<file path="src/rtl/max_stream_pkg.sv">
// Shared FSM encoding and the width helper used by max_stream and its comparator.
package max_stream_pkg;

  typedef enum logic [1:0] {
    IDLE    = 2'd0,
    COLLECT = 2'd1,
    DONE    = 2'd2
  } state_e;

  // Constant-evaluable ceil(log2(v)); returns 0 for v <= 1.
  function automatic int clog2_f(input int v);
    int r;
    r = 0;
    for (int i = 0; i < 31; i++) begin
      if ((1 << i) < v) r = i + 1;
    end
    return r;
  endfunction

endpackage

</file>
<file path="src/rtl/max_cmp.sv">
// Combinational a > b on W-bit operands, unsigned or two's-complement by sgn.
// Both operands are widened to W+1 bits so one signed compare covers both modes.
module max_cmp #(
  parameter int W = 8
) (
  input  logic [W-1:0] a,
  input  logic [W-1:0] b,
  input  logic         sgn,
  output logic         a_gt_b
);

  logic [W:0] a_x;
  logic [W:0] b_x;

  assign a_x    = {sgn & a[W-1], a};
  assign b_x    = {sgn & b[W-1], b};
  assign a_gt_b = $signed(a_x) > $signed(b_x);

endmodule

</file>
<file path="src/rtl/max_stream.sv">
// Frame max/first-index scanner: one sample per cycle, result valid the cycle after the last accept.
// in_ready/out_valid/busy decode registered state only; the result is held until out_ack.
module max_stream
  import max_stream_pkg::*;
#(
  parameter int  W     = 8,
  parameter int  N_MAX = 16,
  localparam int LW    = clog2_f(N_MAX + 1),
  localparam int IW    = clog2_f(N_MAX)
) (
  input  logic          clock,
  input  logic          reset_,
  input  logic          start,
  input  logic [LW-1:0] len,
  input  logic          sgn,
  input  logic          in_valid,
  input  logic [W-1:0]  in_data,
  output logic          in_ready,
  output logic          out_valid,
  output logic [W-1:0]  out_max,
  output logic [IW-1:0] out_idx,
  input  logic          out_ack,
  output logic          busy
);

  localparam logic [LW-1:0] LEN_MAX = LW'(N_MAX);

  state_e        state_q, state_d;
  logic [IW-1:0] cnt_q,   cnt_d;
  logic [LW-1:0] len_q,   len_d;
  logic          sgn_q,   sgn_d;
  logic [W-1:0]  max_q,   max_d;
  logic [IW-1:0] idx_q,   idx_d;

  logic gt;
  logic last;

  max_cmp #(.W(W)) u_cmp (
    .a      (in_data),
    .b      (max_q),
    .sgn    (sgn_q),
    .a_gt_b (gt)
  );

  assign last = (LW'(cnt_q) == (len_q - LW'(1)));

  always_comb begin
    state_d = state_q;
    cnt_d   = cnt_q;
    len_d   = len_q;
    sgn_d   = sgn_q;
    max_d   = max_q;
    idx_d   = idx_q;
    case (state_q)
      IDLE: begin
        if (start && (len != '0)) begin
          len_d   = (len > LEN_MAX) ? LEN_MAX : len;
          sgn_d   = sgn;
          cnt_d   = '0;
          state_d = COLLECT;
        end
      end
      COLLECT: begin
        if (in_valid) begin
          // Strict compare: a tie never displaces the earlier index.
          if ((cnt_q == '0) || gt) begin
            max_d = in_data;
            idx_d = cnt_q;
          end
          // cnt holds on the last accept so it never reaches N_MAX.
          if (last) state_d = DONE;
          else      cnt_d   = cnt_q + IW'(1);
        end
      end
      DONE: begin
        if (out_ack) state_d = IDLE;
      end
      default: state_d = IDLE;
    endcase
  end

  always_ff @(posedge clock or negedge reset_) begin
    if (!reset_) begin
      state_q <= IDLE;
      cnt_q   <= '0;
      len_q   <= '0;
      sgn_q   <= 1'b0;
      max_q   <= '0;
      idx_q   <= '0;
    end else begin
      state_q <= state_d;
      cnt_q   <= cnt_d;
      len_q   <= len_d;
      sgn_q   <= sgn_d;
      max_q   <= max_d;
      idx_q   <= idx_d;
    end
  end

  assign in_ready  = (state_q == COLLECT);
  assign out_valid = (state_q == DONE);
  assign busy      = (state_q != IDLE);
  assign out_max   = max_q;
  assign out_idx   = idx_q;

endmodule

</file>
<file path="config.mk">
export PLATFORM = sky130hd
export DESIGN_NAME = max_stream
export DESIGN_NICKNAME = d
export VERILOG_FILES = /design/src/rtl/max_stream_pkg.sv /design/src/rtl/max_cmp.sv /design/src/rtl/max_stream.sv
export SDC_FILE = /design/constraint.sdc
export NUM_CORES = 1
export LEC_CHECK = 0
export BUFFER_PORTS_ARGS = -buffer_cell sky130_fd_sc_hd__buf_2
export CAP_MARGIN = 20
export CORE_UTILIZATION = 30
export DETAILED_ROUTE_END_ITERATION = 10
export PLACE_DENSITY_LB_ADDON = 0.2
export SYNTH_ARGS = -nofsm -noshare
export SYNTH_HDL_FRONTEND = slang
export SYNTH_HIERARCHICAL = 1
export SYNTH_SLANG_ARGS = --single-unit
export TNS_END_PERCENT = 30
</file>
<file path="constraint.sdc">
create_clock -name clock -period 3 [get_ports clock]
set_clock_uncertainty 0.2 [all_clocks]
set_input_delay 0 -clock clock [delete_from_list [all_inputs] [get_ports clock]]
set_output_delay 0 -clock clock [all_outputs]
set_load 0.02 [all_outputs]
</file>
==> Word-level counts from Yosys, hierarchy flattened <==
Cells that the tools add are included.
{ "classes": {"reduce_logical": 11, "n_mux": 10, "n_bitwise": 2, "n_addsub": 2, "magnitude_cmp": 2, "eq_ne": 8} }
{ "op_table": {"columns": ["op", "n"], "rows": [
  ["$mux W4", 3],
  ["$gt A9 B9 Y1", 1],
  ["$mux W2", 4],
  ["$pmux W4 S2", 1],
  ["$reduce_and A4 Y1", 2],
  ["$ne A2 B2 Y1 const B", 3],
  ["$pmux W2 S3", 1],
  ["$eq A4 B5 Y1", 1],
  ["$gt A5 B5 Y1 const B", 1],
  ["$mux W5", 1],
  ["$reduce_bool A5 Y1", 1],
  ["$sub A5 B1 Y5 const B", 1],
  ["$add A4 B1 Y4 const B", 1],
  ["$logic_not A4 Y1", 1],
  ["$ne A2 B1 Y1 const B", 2],
  ["$reduce_bool A2 Y1", 2],
  ["$reduce_and A3 Y1", 1],
  ["$and A1 B1 Y1", 2],
  ["$eq A2 B1 Y1 const B", 1],
  ["$eq A2 B2 Y1 const B", 1],
  ["$logic_not A2 Y1", 1],
  ["$reduce_and A2 Y1", 1],
  ["$logic_and A1 B1 Y1", 1],
  ["$logic_or A1 B1 Y1", 1]
]} }
{ "word_totals": {"in_bits": 19, "register_bits": 24} }

==> Longest topological paths before layout <==
Gate-level depths: netlist of the first run.
{ "logic_depth": {"ltp_word": 5, "depth_mapped": 10, "depth_no_buf": 9} }

==> Modules after synthesis <==
Netlist of the first run, hierarchy kept.
{ "modules_own_cells": {"columns": ["mod", "seq_area_each_um2", "instances", "cells_each", "area_per_inst_um2"], "rows": [
  ["max_stream", 600.6, 1, 106, 1197.4],
  ["max_cmp", 0.0, 1, 32, 227.7]
]} }

==> Least setup slack after synthesis of the first run <==
No wires, ideal clock.
{ "synth_path": {"kind": "register to register", "from": "reg max_q[6] (netlist: out_max[6])", "to": "reg idx_q[2] (netlist: out_idx[2])", "path_buffers": 1, "stages_incl_launch_ff": 10, "arrival_ns": 2.245, "slack_ns": 0.430, "setup_ns": 0.125, "period_less_slack_ns": 2.570, "cell_sequence": "dfrtp_1 inv_1 ha_1 a21o_1 a21oi_1 a211o_1 a32oi_1 o211ai_1 buf_2 mux2_2"} }
{ "synth_via": {"elab_chain_len": 3} }
{ "synth_lines": {"columns": ["element", "line_no", "source"], "rows": [
  ["from (decl)", "max_stream.sv:32", "logic [W-1:0] max_q, max_d;"],
  ["from (signal assigned)", "max_stream.sv:95", "max_q <= max_d;"],
  ["$gt A9 B9 Y1", "max_cmp.sv:17", "assign a_gt_b = $signed(a_x) > $signed(b_x);"],
  ["net gt", "max_stream.sv:35", "logic gt;"],
  ["$logic_or A1 B1 Y1", "max_stream.sv:66", "if ((cnt_q == '0) || gt) begin"],
  ["$reduce_and A3 Y1 (no line)", null, null],
  ["to (signal assigned)", "max_stream.sv:96", "idx_q <= idx_d;"],
  ["to (decl)", "max_stream.sv:33", "logic [IW-1:0] idx_q, idx_d;"]
]} }
The timed path passes the listed nets, and every way through them passes these cells.
A chain may end at the register's enable or synchronous reset.

==> Worst setup path after layout of the first run <==
{ "layout_path": {"from": "in len[0]", "to": "reg len_q[3]"} }
{ "layout_via": {"elab_chain_len": 3} }
{ "layout_lines": {"columns": ["element", "line_no", "source"], "rows": [
  ["from (decl)", "max_stream.sv:14", "input logic [LW-1:0] len,"],
  ["branches (longest 3 deep; another with $gt A5 B5 Y1)", null, null],
  ["to (signal assigned)", "max_stream.sv:93", "len_q <= len_d;"],
  ["to (decl)", "max_stream.sv:30", "logic [LW-1:0] len_q, len_d;"]
]} }
Several ways; the timed one is not identified.

==> results.yml, run 1 <==
outcome:
  status: "finished, violations left"
  violations: "design-rule violations"
hold_path:
  whs_endpoint: "state_q[0]"
  worst_hold_path_type: "in2reg"
  min-delay-start: "start"
  hold_depth: 3
sta:
  period_minus_slack_ns: 2.46
  report.final.slew_viol_count: 0
  finalSetupViolations: 0
  rsz0062_at_grt: "no"
  hold_violations: 0
  period_share: 0.820
  maxClockFrequency_ghz: 0.406
  tns_ns: 0
  tightestPinTransition_ns: 0.576
  slew-limit-headroom: 0.616
synth:
  synth_fp_nets: 168
  synth_simple_gate_area_share: 0.153
  yosysSeqAreaShare: 0.421
  netlist_area_mm2: 0.00143
  synthMuxAreaShare: 0.0948
  yosys-top-cells-area: "dfrtp_1 42%, ha_1 9.7%, mux2_2 9.5%"
  synth.avg_cell_area_um2: 10.3
  synth_cell_types: 35
  yosysTopAreaCell: "dfrtp_1"
  synthCells: 138
  synthXorXnorAreaFrac: 0.0369
  yosysWarningCount: 6
  ys_seq_elements: 24
  synth_top_area_share: 0.421
  synth_fa_ha_area_frac: 0.0966
  synth_top_family_by_area: "simple AND/OR/NAND/NOR gates"
  synth_compound_area_frac: 0.143
setup_path:
  required_ns: 2.95
  endpoint_kind: "register"
  crit-reg2reg-launch: "out_max[6]"
  reg2reg_depth: 9
  cp_max_fo: 12
  max_stage_delay_ns: 0.59
  path_cells: "dlygate4sd3_1, buf_2, or4_1, o211ai_2, o21ai_0, dlygate4sd3_1"
  worst-path-buf-inv: 3
  reg2reg_to: "out_max[3]"
  critical_path_class: "in2reg"
  worst_path_max_delay_cell: "dlygate4sd3_1"
  arrival_ns: 2.41
  r2r_slack_ns: 0.63
  cpLargestDelayFamily: "buffers and inverters"
  crit_start: "len[0]"
  startpoint_type: "input port"
  cpMostUsedCell: "dlygate4sd3_1"
routing:
  wl_mm: 3.22
  drcViolationCount: 4
  ant_nets: 0
  drt_iter0_markers: 24
  route.vias.total: 1178
  vias_per_cell: 4.73
  wl_per_cell_um: 12.9
  dr.pass1.iters: 7
final_layout:
  area_growth_pct: 35.7
  diodes: 0
  fill_cells: 464
  drive_above_1_share: 0.284
  final_cell_area_mm2: 0.00193
  nets: 229
clock_network:
  postCtsSetupBuffers: 0
  holdBufCountCts: 24
  insertion_delay_ns: 0.26
  cts_sinks: 24
  numCtsBuffers: 3
  cts.path.max_buffers: 2
  cts-root-buf: "clkbuf_8"
  cts_resized: 0
  cts_tree: "done"
  cts_htree_levels: 1
  clk_pin_slew_ns: 0.08
global_route:
  grt_max_degree: 25
  grt_antenna_before_repair: 0
  grt_pass1_vias: 1218
  grt_pass1_wl_mm: 5.48
  grt_overflow: 0
  grt_usage: 0.139
floorplanning:
  die_w_um: 70.9
  core_mm2: 0.00447
  start_util: 0.319
  rows: 24
  die_h_um: 70.9
  dieArea_mm2: 0.00503
  ios: 34
power:
  cellPowerDensity_mw_per_mm2: 902
  leakage_nw: 0.922
  worst_ir_drop_vdd_mv: 0.310
placement:
  io_buffers: 33
  place_hpwl_mm: 2.26
  placed_area_mm2: 0.00165
  gp_congestion: 0.793
flow_run:
  max_cap_violations: 0
## stage by stage
stage / setup WS (ns) / hold slack (ns) / power (mW) / utilization / instances
final: 0.540 / 0.00868 / 1.75 / 0.432 / 249
after global routing: 0.437 / 0.0622 / 1.89 / 0.432 / 249
after CTS: 0.587 / 0.00439 / 1.76 / 0.432 / 249
after detailed placement: 0.634 / -0.171 / 1.52 / 0.369 / 222
after global placement: 0.711 / -0.177 / 1.49 / 0.369 / 222
after floorplan: 0.430 / -0.496 / 1.26 / - / 138
## flip-flops by register name, summed over array words and instances, names as in the netlist
register  cells
cnt_q         4
len_q         5
out_idx       4
out_max       8
sgn_q         1
state_q       2
## worst min-delay path, cell delays in order
cell and delay, ns:
buf_2 0.10, o211ai_2 0.19, a22oi_1 0.13
## where the power goes
part	total [mW]	internal, mW	switching [mW]	leakage, nW
Clock	0.192	0.0898	0.102	0.0216
Sequential	0.609	0.468	0.140	0.287
Combinational	0.945	0.463	0.482	0.613
Total	1.75	1.02	0.725	0.922
## metal layers
layer / global-route usage / vias up / wire [um]
met5: 0 / - / 0
met4: 0.0556 / 0 / 34
met3: 0.0171 / 2 / 86
met2: 0.233 / 20 / 1510
met1: 0.183 / 555 / 1580
li1: - / 601 / -
## synth_stat cells
master	number
a21oi_1	2
nand2b_1	7
buf_2	2
a32oi_1	1
o21ai_0	12
inv_1	16
a21boi_4	1
or4_1	1
nand4b_1	1
nor3_1	3
mux2_2	12
and2_1	1
buf_4	1
or3_1	1
a211o_1	1
or2b_1	1
ha_1	11
o21ai_1	2
dfrtp_1	24
xor2_1	3
or2_4	1
nand4_1	1
a21o_1	2
a22oi_1	2
nor3b_1	1
o211ai_1	1
nor4bb_1	1
a211oi_2	1
o211ai_2	3
nand3b_1	3
nor2_1	3
nand2_1	8
nor2b_1	1
xnor2_1	3
nand3_1	4
## worst max-delay path by stage
stage	endpoint	cells past startpoint
floorplan	out_idx[2]	9
global placement	out_max[3]	9
detailed placement	out_max[3]	9
CTS	len_q[2]	6
global route	len_q[1]	6
finish	len_q[3]	6
## cells by family (layout without fill, tap and decap cells)
group,Yosys count,count (layout)
AO/OA/AOI/OAI,28,28
XOR/XNOR,6,6
adder cells (fa/ha/maj),11,11
buffers and inverters,19,78
flip-flops,24,24
multiplexers,12,12
AND/OR/NAND/NOR,38,38
## layout make-up
| cell class | count | area, um^2 | share of cell area |
|---|---|---|---|
| clock buffers | 3 | 41.3 | 0.0213 |
| repair buffers | 59 | 420 | 0.217 |
| flip-flops and latches | 24 | 601 | 0.310 |
| well taps | 52 | 65.1 | 0.0336 |
| inverters | 16 | 60.1 | 0.0310 |
| multi-input cells | 95 | 747 | 0.386 |
## layout by cell type, fill, tap and decap left out, drive strengths merged, types with 2 or more instances in the layout
cell type,count
nor3,3
xnor2,3
nand2,8
ha,11
inv,16
a21oi,2
dlygate4sd3,24
nor2,3
a21o,2
dfrtp,24
xor2,3
o21ai,14
clkbuf,3
o211ai,4
nand3,4
buf,35
mux2,12
nand2b,7
nand3b,3
a22oi,2
(Power assumes the default switching activity.)
==> inputs of run 2 (changes only) <==
- clock period: 3 -> 2.2 ns (I/O delays scaled with it)
==> results.yml, run 2 (synthesis gave the netlist of run 1 again) <==
outcome:
  status: "finished, violations left"
  violations: "negative setup slack"
sta:
  slew-limit-headroom: 0.619
  finalSetupViolations: 10
  setup_ws_ns: -0.102
  rsz0062_at_grt: "yes"
  maxClockFrequency_ghz: 0.434
  tightestPinTransition_ns: 0.571
  hold_violations: 0
  period_share: 1.05
  report.final.slew_viol_count: 0
  period_minus_slack_ns: 2.30
  finalHoldWorstSlack_ns: 0.0631
floorplanning:
  start_util: 0.319
  rows: 24
  ios: 34
  die_h_um: 70.9
  die_w_um: 70.9
  core_mm2: 0.00447
  dieArea_mm2: 0.00503
placement:
  dp_worst_setup_slack_ns: -0.136
  gp_congestion: 0.764
  io_buffers: 33
  place_hpwl_mm: 2.38
clock_network:
  postCtsSetupBuffers: 0
  cts.path.max_buffers: 2
  cts_htree_levels: 1
  cts_sinks: 24
  cts_tree: "done"
  insertion_delay_ns: 0.27
  clk_pin_slew_ns: 0.09
  numCtsBuffers: 3
  cts-root-buf: "clkbuf_8"
routing:
  ant_nets: 0
  drt_iter0_markers: 48
  vias_per_cell: 4.75
  route.vias.total: 1221
  wl_per_cell_um: 13.0
  wl_met2_mm: 1.64
  top_layer: "met4"
  wl_met3_um: 98
  dr.pass1.iters: 6
  wl_met1_mm: 1.56
  drcViolationCount: 0
  wl_mm: 3.34
final_layout:
  diodes: 0
  mostFrequentLayoutCells: "33 x buf_2, 22 x dlygate4sd3_1, 18 x dfrtp_1"
  nets: 236
  final_common_cell: "buf_2"
  area_growth_pct: 46.2
  largest_reg_flops: 8
  drive_above_1_share: 0.380
  fill_cells: 427
global_route:
  grt_pass1_wl_mm: 5.53
  grt_antenna_before_repair: 0
  grt_pass1_vias: 1228
  grt_usage: 0.140
  grt_max_degree: 25
  grt_overflow: 0
setup_path:
  crit-reg2reg-launch: "out_max[6]"
  startpoint_type: "register"
  r2r_slack_ns: -0.10
  arrival_ns: 2.26
  cp_max_fo: 8
  reg2reg_depth: 9
  endpoint_kind: "register"
  critical_path_class: "reg2reg"
  reg2reg_to: "out_max[1]"
  required_ns: 2.16
power:
  leakage_nw: 0.997
  worst_ir_drop_vdd_mv: 0.680
  cellPowerDensity_mw_per_mm2: 1290
hold_path:
  worst_hold_path_type: "in2async"
flow_run:
  max_cap_violations: 0
==> run 2: cell types whose count changed in the layout (fill, tap and decap cells not counted), sizes merged <==
cell	delta
buf	+9
dlygate4sd3	-2
clkbuf	+1
==> run 2: repair_timing <==
action / 4_1_cts / 5_1_grt
hold buffers: 22 / 0
endpoints found under the hold margin: 42 / 0
pin swaps: 3 / 2
gates resized for setup: 6 / 1
setup endpoints to repair: 10 / 13
==> run 2: worst max-delay path by stage <==
| stage | start | to | slack (ns) | depth (start not counted) |
|---|---|---|---|---|
| after detailed placement | out_max[2] | out_max[4] | -0.14 | 9 |
| after floorplan | out_max[3] | out_max[6] | -0.19 | 9 |
| final | out_max[6] | out_max[1] | -0.10 | 9 |
| after global placement | out_max[2] | out_max[4] | -0.05 | 9 |
| after global routing | out_max[6] | out_max[4] | -0.22 | 9 |
| after CTS | out_max[6] | out_max[4] | -0.14 | 9 |
==> run 2: layer usage <==
| layer | global-route usage | vias to the layer above |
|---|---|---|
| li1 | - | 610 |
| met1 | 0.176 | 579 |
| met2 | 0.245 | 28 |
| met3 | 0.0228 | 4 |
| met4 | 0.0467 | 0 |
| met5 | 0 | - |
==> run 2: power breakdown <==
part           total (mW)  switching, mW  internal, mW
Sequential          0.830          0.181         0.649
Clock               0.276          0.147         0.130
Combinational        1.57          0.767         0.807
Total                2.68           1.09          1.59
==> run 2: final cells by class <==
| class | count | area [um^2] | share of cell area |
|---|---|---|---|
| Multi-Input combinational cell | 95 | 833 | 0.400 |
| Sequential cell | 24 | 608 | 0.292 |
| Timing Repair Buffer | 66 | 472 | 0.226 |
| Tap cell | 52 | 65.1 | 0.0312 |
| Inverter | 16 | 60.1 | 0.0288 |
| Clock buffer | 4 | 45.0 | 0.0216 |
==> run 2: through the flow <==
| step | TNS [ns] | power [mW] | util | cells | instance area (um^2) |
|---|---|---|---|---|---|
| finish | -0.911 | 2.68 | 0.466 | 257 | 2080 |
| floorplan | -1.11 | 1.85 | - | 138 | 1500 |
| global placement | -0.230 | 2.26 | 0.400 | 231 | 1790 |
| detailed placement | -0.961 | 2.31 | 0.400 | 231 | 1790 |
| global route | -2.22 | 2.89 | 0.466 | 257 | 2080 |
| CTS | -1.37 | 2.68 | 0.464 | 257 | 2080 |
==> run 2: worst max-delay path: stages (launching register included) <==
cell and delay [ns]:
dfrtp_2 0.42, inv_2 0.07, ha_4 0.20, a21o_1 0.16, a21oi_2 0.17, a211o_1 0.16, a32oi_1 0.06, o211ai_1 0.25
buf_6 0.21, mux2_4 0.31
==> inputs of run 3 (changes only) <==
- CORE_MARGIN: unset -> 3
- PLACE_DENSITY: unset -> 0.57
- PLACE_DENSITY_LB_ADDON: 0.2 -> unset
==> results.yml, run 3 (synthesis gave the netlist of run 1 again) <==
hold_path:
  worst_hold_path_type: "in2async"
routing:
  wl_mm: 3.44
  wl_per_cell_um: 13.5
  ant_nets: 0
  drt_iter0_markers: 34
  dr.pass1.iters: 4
  drcViolationCount: 0
  vias_per_cell: 4.85
  route.vias.total: 1238
sta:
  period_minus_slack_ns: 2.39
  hold_violations: 0
  setup_ws_ns: -0.187
  period_share: 1.09
  rsz0062_at_grt: "yes"
  finalSetupViolations: 10
  slew-limit-headroom: 0.623
  tightestPinTransition_ns: 0.566
  report.final.slew_viol_count: 0
  maxClockFrequency_ghz: 0.419
clock_network:
  insertion_delay_ns: 0.27
  cts-root-buf: "clkbuf_8"
  cts_tree: "done"
  cts_sinks: 24
  numCtsBuffers: 3
  cts_htree_levels: 1
  cts.path.max_buffers: 2
  clk_pin_slew_ns: 0.09
final_layout:
  mostFrequentLayoutCells: "33 x buf_2, 22 x dlygate4sd3_1, 18 x dfrtp_1"
  postLayoutCoreUtil: 0.469
  area_growth_pct: 47.1
  final_common_cell: "buf_2"
  drive_above_1_share: 0.404
  diodes: 0
  largest_reg_flops: 8
  nets: 234
power:
  power.switching_mw: 1.11
  swShare: 0.411
  leakage_nw: 0.972
  p_comb_frac: 0.576
  cellPowerDensity_mw_per_mm2: 1290
  power_mw: 2.71
  p_int_mw: 1.59
  p_seq_frac: 0.309
  worst_ir_drop_vdd_mv: 0.527
  p_clk_frac: 0.115
global_route:
  grt_pass1_wl_mm: 6.01
  grt_usage: 0.137
  grt_pass1_vias: 1352
  grt_antenna_before_repair: 0
  grt_max_degree: 25
  grt_overflow: 0
floorplanning:
  die_h_um: 74.9
  die_w_um: 74.9
  core_mm2: 0.00447
  rows: 24
  dieArea_mm2: 0.00561
  ios: 34
  start_util: 0.319
outcome:
  status: "finished, violations left"
  violations: "negative setup slack"
flow_run:
  max_cap_violations: 0
setup_path:
  crit-reg2reg-launch: "out_max[6]"
  endpoint_kind: "register"
  critical_path_class: "reg2reg"
  arrival_ns: 2.35
  cp_max_fo: 4
  required_ns: 2.16
  r2r_slack_ns: -0.19
  startpoint_type: "register"
  reg2reg_to: "out_idx[3]"
  reg2reg_depth: 9
placement:
  gp_congestion: 0.702
  io_buffers: 33
  place_hpwl_mm: 2.49
-- run 3: changes by cell type in the layout (fill, tap and decap cells not counted), moves of 2 or more --
cell | previous run | this run
buf_4 | 10 | 8
mux2_2 | 2 | 6
ha_4 | 3 | 5
mux2_4 | 10 | 6
ha_1 | 8 | 6
-- run 3: what timing repair did --
item / CTS / global route
pin swaps: 0 / 4
hold buffers: 22 / 0
hold endpoints to repair: 41 / 0
buffers inserted: 0 / 0
setup endpoints to repair: 10 / 16
resized for setup: 1 / 7
gates cloned: 0 / 1
-- run 3: metrics by stage --
stage | setup slack, ns | hold WS (ns) | cells | instance area [um^2] | setup TNS [ns]
4_1_cts | -0.139 | 0.0690 | 254 | 2060 | -1.24
2_1_floorplan | -0.186 | -0.496 | 138 | 1500 | -1.11
3_3_place_gp | -0.0908 | -0.171 | 228 | 1770 | -0.643
5_1_grt | -0.257 | 0.129 | 255 | 2100 | -2.67
3_5_place_dp | -0.148 | -0.164 | 228 | 1770 | -1.34
6_report | -0.187 | 0.0497 | 255 | 2100 | -1.74
-- run 3: power groups by stage --
stage                     Combinational (mW)  Clock (mW)  Sequential [mW]
after floorplan                        0.911           0            0.936
after global placement                  1.40           0            0.830
after detailed placement                1.45           0            0.848
after CTS                               1.50       0.324            0.838
after global routing                    1.74       0.335            0.877
final                                   1.56       0.310            0.836
-- run 3: worst max path at each step --
stage	startpoint	to	slack, ns	cells past startpoint
floorplan	out_max[3]	out_max[6]	-0.19	9
global placement	out_max[2]	out_max[3]	-0.09	9
detailed placement	out_max[7]	out_max[6]	-0.15	9
CTS	out_max[6]	out_max[3]	-0.14	9
global route	out_max[4]	out_max[2]	-0.26	9
finish	out_max[6]	out_idx[3]	-0.19	9
-- run 3: area by class of cell --
type                       count  area, um^2
clock buffer                   4        55.1
tap                           52        65.1
fill                         419        2380
multi-input combinational     95         852
sequential                    24         608
timing repair buffer          64         457
inverter                      16        60.1
-- run 3: layer usage --
metal | global-route usage | wire length (um)
met5 | 0 | 0
met2 | 0.247 | 1690
met3 | 0.0307 | 199
met1 | 0.172 | 1530
met4 | 0.0178 | 14
-- run 3: worst max-delay path, cell delays in order (launching register included) --
cell and delay, ns:
dfrtp_2 0.42, inv_2 0.07, ha_4 0.20, a21o_1 0.16, a21oi_2 0.15, a211o_1 0.15
a32oi_1 0.07, o211ai_1 0.34, buf_4 0.22, mux2_4 0.30
